File: src/rtl/mux_sel_arbiter_if.sv
// Bus bundle for mux_sel_arbiter: request/lock/data inputs and
// grant/select/result outputs. Master drives requests, slave is the arbiter.
interface mux_sel_arbiter_if;
  logic [3:0] req;
  logic [3:0] lock;
  logic [1:0] d0;
  logic [1:0] d1;
  logic [1:0] d2;
  logic [1:0] d3;
  logic [3:0] gnt;
  logic       s0;
  logic       s1;
  logic [1:0] result;
  logic       valid;
  logic       busy;

  modport master (
    output req, lock, d0, d1, d2, d3,
    input  gnt, s0, s1, result, valid, busy
  );

  modport slave (
    input  req, lock, d0, d1, d2, d3,
    output gnt, s0, s1, result, valid, busy
  );
endinterface

File: src/rtl/mux_sel_arbiter.sv
// Round-robin 4-way arbiter steering a shared 4:1 2-bit mux.
// Each tenure lasts HOLD_CYCLES edges or until the holder drops req.
// Optional feature: define MUX_ARB_LOCK_EN to let the granted requester
// extend its tenure by holding lock together with req.
module mux_sel_arbiter #(
  parameter int unsigned HOLD_CYCLES = 1
) (
  input logic               clk,
  input logic               rst_n,
  mux_sel_arbiter_if.slave  bus
);

  typedef enum logic {IDLE, GRANT} state_t;

  localparam logic [3:0] CNT_LOAD = 4'(HOLD_CYCLES - 1);

  state_t     state_q, state_d;
  logic [3:0] gnt_q, gnt_d;
  logic [1:0] sel_q, sel_d;
  logic [1:0] last_q, last_d;
  logic [3:0] cnt_q, cnt_d;
  logic [1:0] result_q, result_d;
  logic       valid_q;

  logic [1:0] winner;
  logic [1:0] mux_data;
  logic       lock_hold;
  logic       tenure_end;

  // Search last+1, last+2, last+3, last; the most recent holder comes last,
  // so it only wins again when nobody else is asking.
  function automatic logic [1:0] rr_pick(input logic [3:0] r, input logic [1:0] base);
    logic [1:0] idx;
    logic       found;
    rr_pick = base;
    found   = 1'b0;
    for (int unsigned k = 1; k <= 4; k++) begin
      idx = base + 2'(k);
      if (!found && r[idx]) begin
        rr_pick = idx;
        found   = 1'b1;
      end
    end
  endfunction

`ifdef MUX_ARB_LOCK_EN
  // Extension only applies to the current holder while it still requests.
  assign lock_hold = bus.lock[sel_q] & bus.req[sel_q];
`else
  logic unused_lock;
  assign unused_lock = ^bus.lock;
  assign lock_hold   = 1'b0;
`endif

  assign winner = rr_pick(bus.req, last_q);

  // Shared data mux driven by the current select.
  always_comb begin
    case (sel_q)
      2'd0:    mux_data = bus.d0;
      2'd1:    mux_data = bus.d1;
      2'd2:    mux_data = bus.d2;
      default: mux_data = bus.d3;
    endcase
  end

  // Next-state, grant, counter and result computation.
  always_comb begin
    state_d    = state_q;
    gnt_d      = gnt_q;
    sel_d      = sel_q;
    last_d     = last_q;
    cnt_d      = cnt_q;
    result_d   = result_q;
    tenure_end = 1'b0;
    case (state_q)
      IDLE: begin
        if (|bus.req) begin
          state_d = GRANT;
          gnt_d   = 4'b0001 << winner;
          sel_d   = winner;
          last_d  = winner;
          cnt_d   = CNT_LOAD;
        end
      end
      GRANT: begin
        result_d   = mux_data;
        tenure_end = (cnt_q == '0) || !bus.req[sel_q];
        if (!tenure_end) begin
          cnt_d = cnt_q - 4'd1;
        end else if (lock_hold) begin
          cnt_d = CNT_LOAD;
        end else if (|bus.req) begin
          gnt_d  = 4'b0001 << winner;
          sel_d  = winner;
          last_d = winner;
          cnt_d  = CNT_LOAD;
        end else begin
          state_d = IDLE;
          gnt_d   = '0;
          cnt_d   = '0;
        end
      end
      default: state_d = IDLE;
    endcase
  end

  // State and output registers; last starts at 3 so requester 0 wins first.
  always_ff @(posedge clk or negedge rst_n) begin
    if (!rst_n) begin
      state_q  <= IDLE;
      gnt_q    <= '0;
      sel_q    <= '0;
      last_q   <= 2'd3;
      cnt_q    <= '0;
      result_q <= '0;
      valid_q  <= 1'b0;
    end else begin
      state_q  <= state_d;
      gnt_q    <= gnt_d;
      sel_q    <= sel_d;
      last_q   <= last_d;
      cnt_q    <= cnt_d;
      result_q <= result_d;
      valid_q  <= (state_q == GRANT);
    end
  end

  assign bus.gnt    = gnt_q;
  assign bus.s0     = sel_q[0];
  assign bus.s1     = sel_q[1];
  assign bus.result = result_q;
  assign bus.valid  = valid_q;
  assign bus.busy   = (state_q == GRANT);

endmodule

File: src/flat_wrapper.sv
// flat-port wrapper written by rule: the top's interface ports become plain ports
module mux_sel_arbiter_flat 
#(
  parameter int unsigned HOLD_CYCLES = 1
)
  (clk, rst_n, bus_req, bus_lock, bus_d0, bus_d1, bus_d2, bus_d3, bus_gnt, bus_s0, bus_s1, bus_result, bus_valid, bus_busy);
  mux_sel_arbiter_if bus_i ();
  input logic clk;
  input logic rst_n;
  input wire logic [$bits(bus_i.req)-1:0] bus_req;
  input wire logic [$bits(bus_i.lock)-1:0] bus_lock;
  input wire logic [$bits(bus_i.d0)-1:0] bus_d0;
  input wire logic [$bits(bus_i.d1)-1:0] bus_d1;
  input wire logic [$bits(bus_i.d2)-1:0] bus_d2;
  input wire logic [$bits(bus_i.d3)-1:0] bus_d3;
  output wire logic [$bits(bus_i.gnt)-1:0] bus_gnt;
  output wire logic [$bits(bus_i.s0)-1:0] bus_s0;
  output wire logic [$bits(bus_i.s1)-1:0] bus_s1;
  output wire logic [$bits(bus_i.result)-1:0] bus_result;
  output wire logic [$bits(bus_i.valid)-1:0] bus_valid;
  output wire logic [$bits(bus_i.busy)-1:0] bus_busy;
  assign bus_i.req = bus_req;
  assign bus_i.lock = bus_lock;
  assign bus_i.d0 = bus_d0;
  assign bus_i.d1 = bus_d1;
  assign bus_i.d2 = bus_d2;
  assign bus_i.d3 = bus_d3;
  assign bus_gnt = bus_i.gnt;
  assign bus_s0 = bus_i.s0;
  assign bus_s1 = bus_i.s1;
  assign bus_result = bus_i.result;
  assign bus_valid = bus_i.valid;
  assign bus_busy = bus_i.busy;
  mux_sel_arbiter #(.HOLD_CYCLES(HOLD_CYCLES)) u_core (.clk(clk), .rst_n(rst_n), .bus(bus_i));
endmodule
File: config.mk
export PLATFORM = sky130hd
export DESIGN_NAME = mux_sel_arbiter_flat
export DESIGN_NICKNAME = d
export VERILOG_FILES = /design/src/rtl/mux_sel_arbiter_if.sv /design/src/rtl/mux_sel_arbiter.sv /design/src/flat_wrapper.sv
export SDC_FILE = /design/constraint.sdc
export NUM_CORES = 1
export LEC_CHECK = 0
export CORE_MARGIN = 5
export CORE_UTILIZATION = 44
export CTS_CLUSTER_DIAMETER = 200
export CTS_CLUSTER_SIZE = 25
export DETAILED_ROUTE_END_ITERATION = 10
export PLACE_DENSITY = 0.81
export SKIP_LAST_GASP = 1
export SLEW_MARGIN = 20
export SYNTH_ARGS = -nofsm -noshare
export SYNTH_HDL_FRONTEND = slang
export SYNTH_SLANG_ARGS = --single-unit
File: constraint.sdc
create_clock -name clk -period 2.7 [get_ports clk]
set_clock_uncertainty 0.05 [all_clocks]
set_input_delay 0.81 -clock clk [delete_from_list [all_inputs] [get_ports clk]]
set_output_delay 0.81 -clock clk [all_outputs]
set_load 0.005 [all_outputs]
==> results.md, run 1 <==
- Status: completed
- ANT cells: 0
- Most frequent cells in the layout: clkdlybuf4s50_1 (23), dfrtp_1 (14), buf_4 (7)
- Hold depth: 1
- Synthesized area per cell: ~13 µm²
- Logic gate share of total power: 0.497
- I/O pin count: 28
- DR DRC count: 0
- # port buffers: 23
- Number of enable flip-flop cells after synthesis: 0
- Top cells by area, synth: dfrtp_1 (42%), dfstp_2 (6.4%), mux4_1 (6.4%)
- Clock Sinks: 16
- Crit path time final: ~2.2 ns
- Synth-to-layout area growth: 42.36%
- RePlAce Congestion: 0.7347
- Initial antenna violation count: 0
- Final hold violations: 0
- Nets: between 100 and 150
- Worst skew pair latency: about 0.28 ns
- Die Area: about 2800 µm²
- Clock Root Buffer: clkbuf_4
- Crit share post-route: 0.8303
- Area of the multi-input gates: 409.1 µm²
- Pin count of the biggest net entering global routing: 17
- # rows: 15
- Drt wl/cell: 14.71 µm
- Yosys reg bits: 16
- Setup crit start kind: flop
- Final setup viols: 0
- Die Y: approximately 53 µm
- Hold Path End: u_core.bus.gnt[3]
- Synth warnings: 0
- CP endpoint kind: primary output
- Dominant cell type by area after synthesis: dfrtp_1
- Setup_tns: 0 ns
- Met3 Track Usage GR: 0.04507
- Fillers: about 140
- Post-synth top area share: 0.4236
- Slew @ Worst Pin: 0.6829 ns
- Maximum clock insertion buffer count: 2
- Reg-to-reg setup timing slack: 0.76 ns
- Clock power frac: 0.131
- Leak Pwr: between 0.5 and 0.6 nW
- Ys flop type: dfrtp_1
- Starting Density: 0.4688
- Drt pass-1 iters: 3
- Vias: about 650
- Design Power: roughly 1.2 mW
- H-tree depth: 1
- Async S/R FF share, synth: 1.000
- CP Class: flop to primary output
- CP max stage cell: clkdlybuf4s50_1
- Placed cell areas: roughly 1100 µm²
- Highest clock rate: ~450 MHz
- Reg2reg end: u_core.sel_q[1]
- Area of the mapped netlist: around 830 µm²
- Max cap viols: 0
- CTS clk-pin slew, worst paths: about 0.090 ns
- Slew Limit Fails: 0
- Post-CTS setup buffer count: 0
- Routed Antenna Nets: 0
- Tot GR Track Use: 0.1517
- Post-Syn Nets: 85
- Dpl hpwl: about 1.4 mm
- CP delay by family, top: buffers and inverters
- Die W: around 53 µm
- Share of cells above drive strength 1: 0.2600
- Worst-path maximum fanout: 8
- Hold Crit Start: u_core.bus.gnt[3]
- First-pass GRT wire length: 3.029 mm
- Commonest non-fill, non-tap cell in the layout: clkdlybuf4s50_1
- Netlist cell types: 28
- Final non-filler cell area: ~1200 µm²
- Worst r2r path cells: 5
- Cts repair resizes: 0
- CP cell instances: clkdlybuf4s50_1
- Reg2reg start: u_core.cnt_q[0]
- 1st-iter DRT viols: 7
- CTS Hold Bufs: 0
- Grt peak-use layer: met2
- Core Region: between 1500 and 2000 µm²
- M1 GR Usage: 0.1625
- Post-Synthesis Cells: 66
- Sequential area share after synthesis: 0.4871
- Slew HR: 0.5433
- Number of global-route vias before repair: 692
- Pwr/cell area: ~990 nW/µm²
- Reg area: between 400 and 500 µm²
- Switch Pwr: roughly 380 µW
- Vias per cell: about 5.2
- GR Util met2: 0.2714
- Hold Path Class: flop to flop
- Unrepaired setup endpoints after global routing: no
- CTS tree: yes
- Final WL: 1.839 mm
- Critical Path Max Stage Delay: ~0.57 ns
- Pint: between 700 and 800 µW
- Critical path arrival: approximately 1.4 ns
- Max VDD drop: between 0.5 and 0.6 mV
- Sw Share: 0.3290
- Gr ovfl total: 0
- CTS Buf Count: 3
- Part of the power in registers: 0.372
- Critical Path RT: between 1.5 and 2 ns
- CP Buf/Inv Count: 1
==> state kept, by name (all words and copies together) (netlist names) <==
register / flops
u_core.bus.gnt: 4
u_core.cnt_q: 4
u_core.bus.valid: 1
u_core.sel_q: 2
u_core.last_q: 2
u_core.bus.result: 2
u_core.bus.busy: 1
==> power by group through the flow <==
| stage | sequential [mW] | clock, mW | combinational (mW) |
|---|---|---|---|
| after CTS | 0.431 | 0.160 | 0.585 |
| after global placement | 0.426 | 0 | 0.565 |
| after detailed placement | 0.435 | 0 | 0.582 |
| final | 0.431 | 0.152 | 0.577 |
| after floorplan | 0.418 | 0 | 0.356 |
| after global routing | 0.446 | 0.173 | 0.627 |
==> cell type report <==
cell class,instances,area share
Inverter,4,0.01275
Tap cell,25,0.02657
Timing Repair Buffer,30,0.2402
Multi-Input combinational cell,46,0.3475
Sequential cell,16,0.3422
Clock buffer,4,0.03082
==> cells in the mapped netlist, types with 2 or more instances <==
master	number
dfstp_2	2
mux4_1	2
o21ai_0	3
mux2_4	2
o21ai_1	3
a32o_2	4
inv_1	4
dfrtp_1	14
nand2b_1	4
mux2_2	2
nand2_1	3
nor2b_1	2
nor2_1	4
a21oi_1	3
==> how the worst max path moves through the flow <==
stage,start,end,depth (start not counted)
finish,u_core.bus.busy,bus_busy,1
global route,u_core.bus.busy,bus_busy,1
CTS,u_core.bus.busy,bus_busy,1
detailed placement,bus_req[3],u_core.sel_q[1],4
global placement,bus_req[3],u_core.sel_q[1],4
floorplan,bus_req[3],u_core.sel_q[1],3
==> kinds of logic after synthesis <==
group,share of synthesized area
compound gates,0.1936
xor+xnor,0.01059
fa+ha+maj,0.01513
buf+inv,0.01815
flops,0.4871
mux,0.1543
simple gates,0.1210
==> per-stage QoR <==
stage	util	hold WS, ns	setup slack (ns)	cells
after global routing	0.6674	0.4849	0.3660	125
after global placement	0.6468	0.4339	0.1878	121
after floorplan	-	0.4188	0.5900	66
final	0.6674	0.4591	0.4582	125
after CTS	0.6674	0.4628	0.4181	125
after detailed placement	0.6468	0.4346	0.1614	121
==> routing by layer <==
metal  part of all wire  vias to the layer above
li1                   -                      326
met1               0.43                      312
met2               0.51                       14
met3              0.052                        2
met4             0.0022                        0
met5                  0                        -
(Power assumes the default switching activity.)
==> run 2, diff against run 1 <==
--- a/config.mk
+++ b/config.mk
@@ -6,11 +6,11 @@
 export NUM_CORES = 1
 export LEC_CHECK = 0
 export CORE_MARGIN = 5
-export CORE_UTILIZATION = 44
+export CORE_UTILIZATION = 39
 export CTS_CLUSTER_DIAMETER = 200
 export CTS_CLUSTER_SIZE = 25
 export DETAILED_ROUTE_END_ITERATION = 10
-export PLACE_DENSITY = 0.81
+export PLACE_DENSITY = 0.76
 export SKIP_LAST_GASP = 1
 export SLEW_MARGIN = 20
 export SYNTH_ARGS = -nofsm -noshare
==> constraint.sdc (replaced) <==
create_clock -name clk -period 2 [get_ports clk]
set_clock_uncertainty 0.05 [all_clocks]
set_input_delay 0.6 -clock clk [delete_from_list [all_inputs] [get_ports clk]]
set_output_delay 0.6 -clock clk [all_outputs]
set_load 0.005 [all_outputs]
==> run 2 against run 1 <==
  * Power rose by 42%
  * Global-route usage fell by 1.6 points
  * Hold slack got worse by 0.0021 ns
  * Largest power group unchanged
==> results.md, run 2 (synthesis results as in run 1) <==
- Drt pass-1 iters: 4 (+1)
- Die Area: 3142 µm² (+10%)
- Final WL: 1.936 mm (+5.3%)
- Reg area: 404.1 µm² (+0.31%)
- Crit path time final: 1.916 ns
- ANT cells: 0 (unchanged)
- Share of cells above drive strength 1: 0.3208 (+0.06075)
- DR DRC count: 0 (unchanged)
- CTS clk-pin slew, worst paths: 0.09 ns (about the same)
- Die Y: 56.05 µm (+5.1%)
- Crit share post-route: 0.9582
- Commonest non-fill, non-tap cell in the layout: clkdlybuf4s50_1
- First-pass GRT wire length: 3.305 mm (+9.1%)
- Switch Pwr: 533.9 µW (+40%)
- Reg2reg end: u_core.sel_q[1]
- Tot GR Track Use: 0.1354 (-0.01630)
- Number of global-route vias before repair: 720 (+4.0%)
- Worst skew pair latency: 0.28 ns (about the same)
- Setup_tns: 0 ns (unchanged)
- Reg2reg start: u_core.cnt_q[0]
- 1st-iter DRT viols: 6 (-1)
- CP endpoint kind: primary output
- Synth-to-layout area growth: 50.53%
- Logic gate share of total power: 0.519 (+0.022)
- Slew Limit Fails: 0 (unchanged)
- Routed Antenna Nets: 0 (unchanged)
- I/O pin count: 28 (unchanged)
- # rows: 16 (+1)
- Area of the multi-input gates: 414.1 µm² (+1.2%)
- CP Buf/Inv Count: 1 (unchanged)
- Min setup slack post-route: 0.08364 ns (-0.3746 ns)
- Pint: 1.109 mW (+42%)
- Nets: 126 (+5.0%)
- Clock power frac: 0.127 (-0.004)
- Reg-to-reg setup timing slack: 0.15 ns (-0.61 ns)
- Max VDD drop: 0.8400 mV (+46%)
- CTS tree: yes
- Critical path arrival: 1.27 ns (-0.11 ns)
- Fillers: 157 (+9.8%)
- Drt wl/cell: 14.56 µm (-1.1%)
- Vias per cell: 5.158 (-1.4%)
- Initial antenna violation count: 0 (unchanged)
- RePlAce Congestion: 0.7717 (+5.0%)
- Setup crit start kind: flop
- Most frequent cells in the layout: clkdlybuf4s50_1 (19), dfrtp_1 (13), buf_4 (12)
- Maximum clock insertion buffer count: 2 (unchanged)
- Dpl ws: -0.3377 ns (-0.4991 ns)
- Clock Sinks: 16 (unchanged)
- Hold depth: 1 (unchanged)
- Dpl hpwl: 1.507 mm (+4.0%)
- Slew HR: 0.7778 (+0.2345)
- Hold Path End: u_core.bus.gnt[0]
- CTS Buf Count: 3 (unchanged)
- Part of the power in registers: 0.354 (-0.018)
- Pwr/cell area: 1320 nW/µm² (+34%)
- Hold Crit Start: u_core.bus.gnt[0]
- Slew @ Worst Pin: 0.3310 ns (-0.3518 ns)
- CP cell instances: clkdlybuf4s50_1
- Worst r2r path cells: 5 (unchanged)
- Final setup viols: 0 (unchanged)
- Minimum hold slack: 0.4570 ns (-0.002059 ns)
- Hold Path Class: flop to flop
- Leak Pwr: 0.5737 nW (+13%)
- CP max stage cell: clkdlybuf4s50_1
- Max cap viols: 0 (unchanged)
- Pin count of the biggest net entering global routing: 11 (-6)
- Critical Path RT: 1.35 ns (-0.49 ns)
- CP Class: flop to primary output
- Gr ovfl total: 0 (unchanged)
- Highest clock rate: 521.8 MHz
- Clock Root Buffer: clkbuf_4
- Status: completed
- H-tree depth: 1 (unchanged)
- Sw Share: 0.3250 (-0.004056)
- Final hold violations: 0 (unchanged)
- Unrepaired setup endpoints after global routing: no
- Vias: 686 (+4.9%)
- Critical Path Max Stage Delay: 0.53 ns (-0.04 ns)
- Core Region: 1982 µm² (+12%)
- Starting Density: 0.4173 (-0.05150)
- CTS Hold Bufs: 0 (unchanged)
- # port buffers: 23 (unchanged)
- Die W: 56.05 µm (+5.1%)
- Worst-path maximum fanout: 5 (-3)
- CP delay by family, top: buffers and inverters
run 2: repair_timing:
action	in CTS	in global routing
pin swaps	1	1
gates resized for setup	2	7
endpoints found under the setup margin	7	8
setup buffers	0	0
run 2: worst max-delay path by stage:
stage | endpoint | startpoint | cells after the start | slack, ns
floorplan | u_core.sel_q[1] | u_core.cnt_q[0] | 5 | 0.09
global placement | u_core.sel_q[1] | bus_req[3] | 4 | -0.28
detailed placement | u_core.sel_q[1] | bus_req[3] | 4 | -0.34
CTS | u_core.sel_q[1] | bus_req[3] | 4 | -0.005
global route | bus_s1 | u_core.sel_q[1] | 1 | 0.003
finish | bus_s1 | u_core.sel_q[1] | 1 | 0.08
run 2: through the flow:
step | cell area, µm² | total power [mW] | util | std cells
2_1_floorplan | 827.0 | 1.045 | - | 66
4_1_cts | 1229 | 1.643 | 0.6199 | 133
6_report | 1245 | 1.643 | 0.6282 | 133
3_5_place_dp | 1189 | 1.417 | 0.5997 | 129
3_3_place_gp | 1189 | 1.383 | 0.5997 | 129
5_1_grt | 1245 | 1.777 | 0.6282 | 133
run 2: cell type report:
class / count / share of cell area
Sequential cell: 16 / 0.3246
Clock buffer: 4 / 0.02915
Tap cell: 27 / 0.02714
Timing Repair Buffer: 36 / 0.2744
Inverter: 4 / 0.01206
Multi-Input combinational cell: 46 / 0.3327
run 2: metal layers:
metal / GRT usage / up-vias / part of all wire
li1: - / 333 / -
met1: 0.1683 / 330 / 0.45
met2: 0.2154 / 21 / 0.49
met3: 0.05336 / 2 / 0.057
met4: 0.04068 / 0 / 0.0021
met5: 0 / - / 0
run 2: power groups by stage:
stage	clock network, mW	logic (mW)	registers, mW
after floorplan	0	0.480	0.564
after global placement	0	0.807	0.577
after detailed placement	0	0.834	0.583
after CTS	0.220	0.841	0.582
after global routing	0.243	0.930	0.604
final	0.208	0.852	0.582
==> run 3, diff against run 2 <==
--- a/config.mk
+++ b/config.mk
@@ -7,11 +7,11 @@
 export LEC_CHECK = 0
 export CORE_MARGIN = 5
 export CORE_UTILIZATION = 39
+export CTS_BUF_LIST = sky130_fd_sc_hd__clkbuf_16
 export CTS_CLUSTER_DIAMETER = 200
 export CTS_CLUSTER_SIZE = 25
 export DETAILED_ROUTE_END_ITERATION = 10
 export PLACE_DENSITY = 0.76
-export SKIP_LAST_GASP = 1
 export SLEW_MARGIN = 20
 export SYNTH_ARGS = -nofsm -noshare
 export SYNTH_HDL_FRONTEND = slang
==> run 3 against run 2 <==
  * Die area unchanged
  * Clock power increased by 81%
  * Final area increased by 1.6%
  * First-iteration DRC count increased by 50%
  * Cell count unchanged
  * Hold slack got worse by 0.0062 ns
  * Utilization increased by 1.0 points
  * Flip-flop and latch count unchanged
  * Register-to-register slack got worse by 0.05 ns
  * Critical path depth unchanged
  * Power increased by 9.3%
  * Via count decreased by 0.44%
  * Critical endpoint is now bus_s0
  * Largest cell class unchanged
==> results.md, run 3 (synthesis results as in run 1) <==
- Die W: 56.05 µm (unchanged)
- DR DRC count: 0 (unchanged)
- Clock Root Buffer: clkbuf_16
- CP max stage cell: clkdlybuf4s50_1
- Vias: 683 (-0.44%)
- Routed Antenna Nets: 0 (unchanged)
- CP Class: flop to primary output
- Critical Path RT: 1.35 ns (about the same)
- Final non-filler cell area: 1265 µm² (+1.6%)
- CTS Hold Bufs: 0 (unchanged)
- Commonest non-fill, non-tap cell in the layout: clkdlybuf4s50_1
- Worst skew pair latency: 0.24 ns (-0.04 ns)
- Hold Crit Start: u_core.bus.gnt[2]
- Maximum clock insertion buffer count: 2 (unchanged)
- Drt wl/cell: 14.93 µm (+2.6%)
- CP delay by family, top: buffers and inverters
- Synth-to-layout area growth: 52.95%
- Setup crit start kind: flop
- CTS tree: yes
- I/O pin count: 28 (unchanged)
- H-tree depth: 1 (unchanged)
- Max cap viols: 0 (unchanged)
- Area of the multi-input gates: 411.6 µm² (-0.60%)
- Nets: 126 (unchanged)
- Hold Path End: u_core.bus.gnt[2]
- Placed instance count: 129 (unchanged)
- Pwr/cell area: 1419 nW/µm² (+7.5%)
- Reg2reg start: u_core.cnt_q[0]
- Max VDD drop: 1.063 mV (+27%)
- Gr ovfl total: 0 (unchanged)
- Starting Density: 0.4173 (unchanged)
- Crit path time final: 1.913 ns (-0.003281 ns)
- Reg area: 402.9 µm² (-0.31%)
- Slew HR: 0.6597 (-0.1182)
- ANT cells: 0 (unchanged)
- Die Y: 56.05 µm (unchanged)
- CP endpoint kind: primary output
- CP Buf/Inv Count: 1 (unchanged)
- Vias per cell: 5.135 (-0.44%)
- Tot GR Track Use: 0.1354 (unchanged)
- Status: completed
- Reg2reg end: u_core.sel_q[1]
- Final hold violations: 0 (unchanged)
- CTS Buf Count: 3 (unchanged)
- # port buffers: 23 (unchanged)
- Hold depth: 1 (unchanged)
- Final setup viols: 0 (unchanged)
- # rows: 16 (unchanged)
- Non-filler cells, final: 133 (unchanged)
- Dpl hpwl: 1.507 mm (unchanged)
- Leak Pwr: 0.5590 nW (-2.6%)
- Reg-to-reg setup timing slack: 0.10 ns (-0.05 ns)
- Slew Limit Fails: 0 (unchanged)
- Critical path arrival: 1.26 ns (about the same)
- CTS clk-pin slew, worst paths: 0.04 ns (-0.05 ns)
- RePlAce Congestion: 0.7717 (unchanged)
- Most frequent cells in the layout: clkdlybuf4s50_1 (19), dfrtp_1 (14), buf_4 (13)
- Core Region: 1982 µm² (unchanged)
- First-pass GRT wire length: 3.346 mm (+1.2%)
- Die Area: 3142 µm² (unchanged)
- Share of cells above drive strength 1: 0.3019 (-0.01887)
- 1st-iter DRT viols: 9 (+3)
- Slew @ Worst Pin: 0.5052 ns (+0.1741 ns)
- Placed cell areas: 1189 µm² (unchanged)
- Crit share post-route: 0.9565 (-0.001640)
- Worst r2r path cells: 5 (unchanged)
- Final WL: 1.986 mm (+2.6%)
- Hold Path Class: flop to flop
- Initial antenna violation count: 0 (unchanged)
- Worst-path maximum fanout: 5 (unchanged)
- Clock Sinks: 16 (unchanged)
- Number of global-route vias before repair: 732 (+1.7%)
- Unrepaired setup endpoints after global routing: no
- Highest clock rate: 522.7 MHz (+0.17%)
- CP cell instances: clkdlybuf4s50_1
- Drt pass-1 iters: 4 (unchanged)
- Pin count of the biggest net entering global routing: 11 (unchanged)
- Critical Path Max Stage Delay: 0.55 ns (+0.02 ns)
- Fillers: 157 (unchanged)
## run 3: through the flow
step	hold slack, ns	setup slack [ns]	total power, mW	TNS [ns]	util
after global placement	0.4354	-0.2765	1.383	-2.633	0.5997
after global routing	0.4606	0.01817	1.925	0	0.6383
after detailed placement	0.4402	-0.3377	1.417	-3.334	0.5997
after CTS	0.4556	0.06291	1.808	0	0.6383
after floorplan	0.2544	0.09137	1.045	0	-
final	0.4509	0.08693	1.795	0	0.6383
## run 3: cell type report
type,count,share of cell area
Clock inverter,1,0.002967
Inverter,4,0.01187
Timing Repair Buffer,36,0.2552
Sequential cell,16,0.3185
Multi-Input combinational cell,46,0.3254
Tap cell,27,0.02671
Clock buffer,3,0.05935
## run 3: power by group
part | internal, mW | total, mW | switching, mW
registers | 0.464 | 0.582 | 0.118
logic | 0.515 | 0.836 | 0.321
clock network | 0.264 | 0.377 | 0.113
## run 3: worst max path at each step
stage | startpoint | end | slack (ns) | cells after the start
detailed placement | bus_req[3] | u_core.sel_q[1] | -0.34 | 4
global placement | bus_req[3] | u_core.sel_q[1] | -0.28 | 4
global route | u_core.cnt_q[0] | u_core.last_q[0] | 0.02 | 7
CTS | u_core.sel_q[0] | bus_s0 | 0.06 | 1
finish | u_core.sel_q[0] | bus_s0 | 0.09 | 1
floorplan | u_core.cnt_q[0] | u_core.sel_q[1] | 0.09 | 5
## run 3: timing repair
item,CTS,global route
pin swaps,1,1
buffers inserted,0,0
gates cloned,0,0
endpoints found under the setup margin,9,6
gates resized for setup,5,0
## run 3: metal layers
layer / up-vias / global-route usage / share of wire
met2: 25 / 0.2204 / 0.50
met5: - / 0 / 0
met4: 0 / 0.03051 / 0.0040
li1: 330 / - / -
met1: 326 / 0.1727 / 0.43
met3: 2 / 0.04640 / 0.059
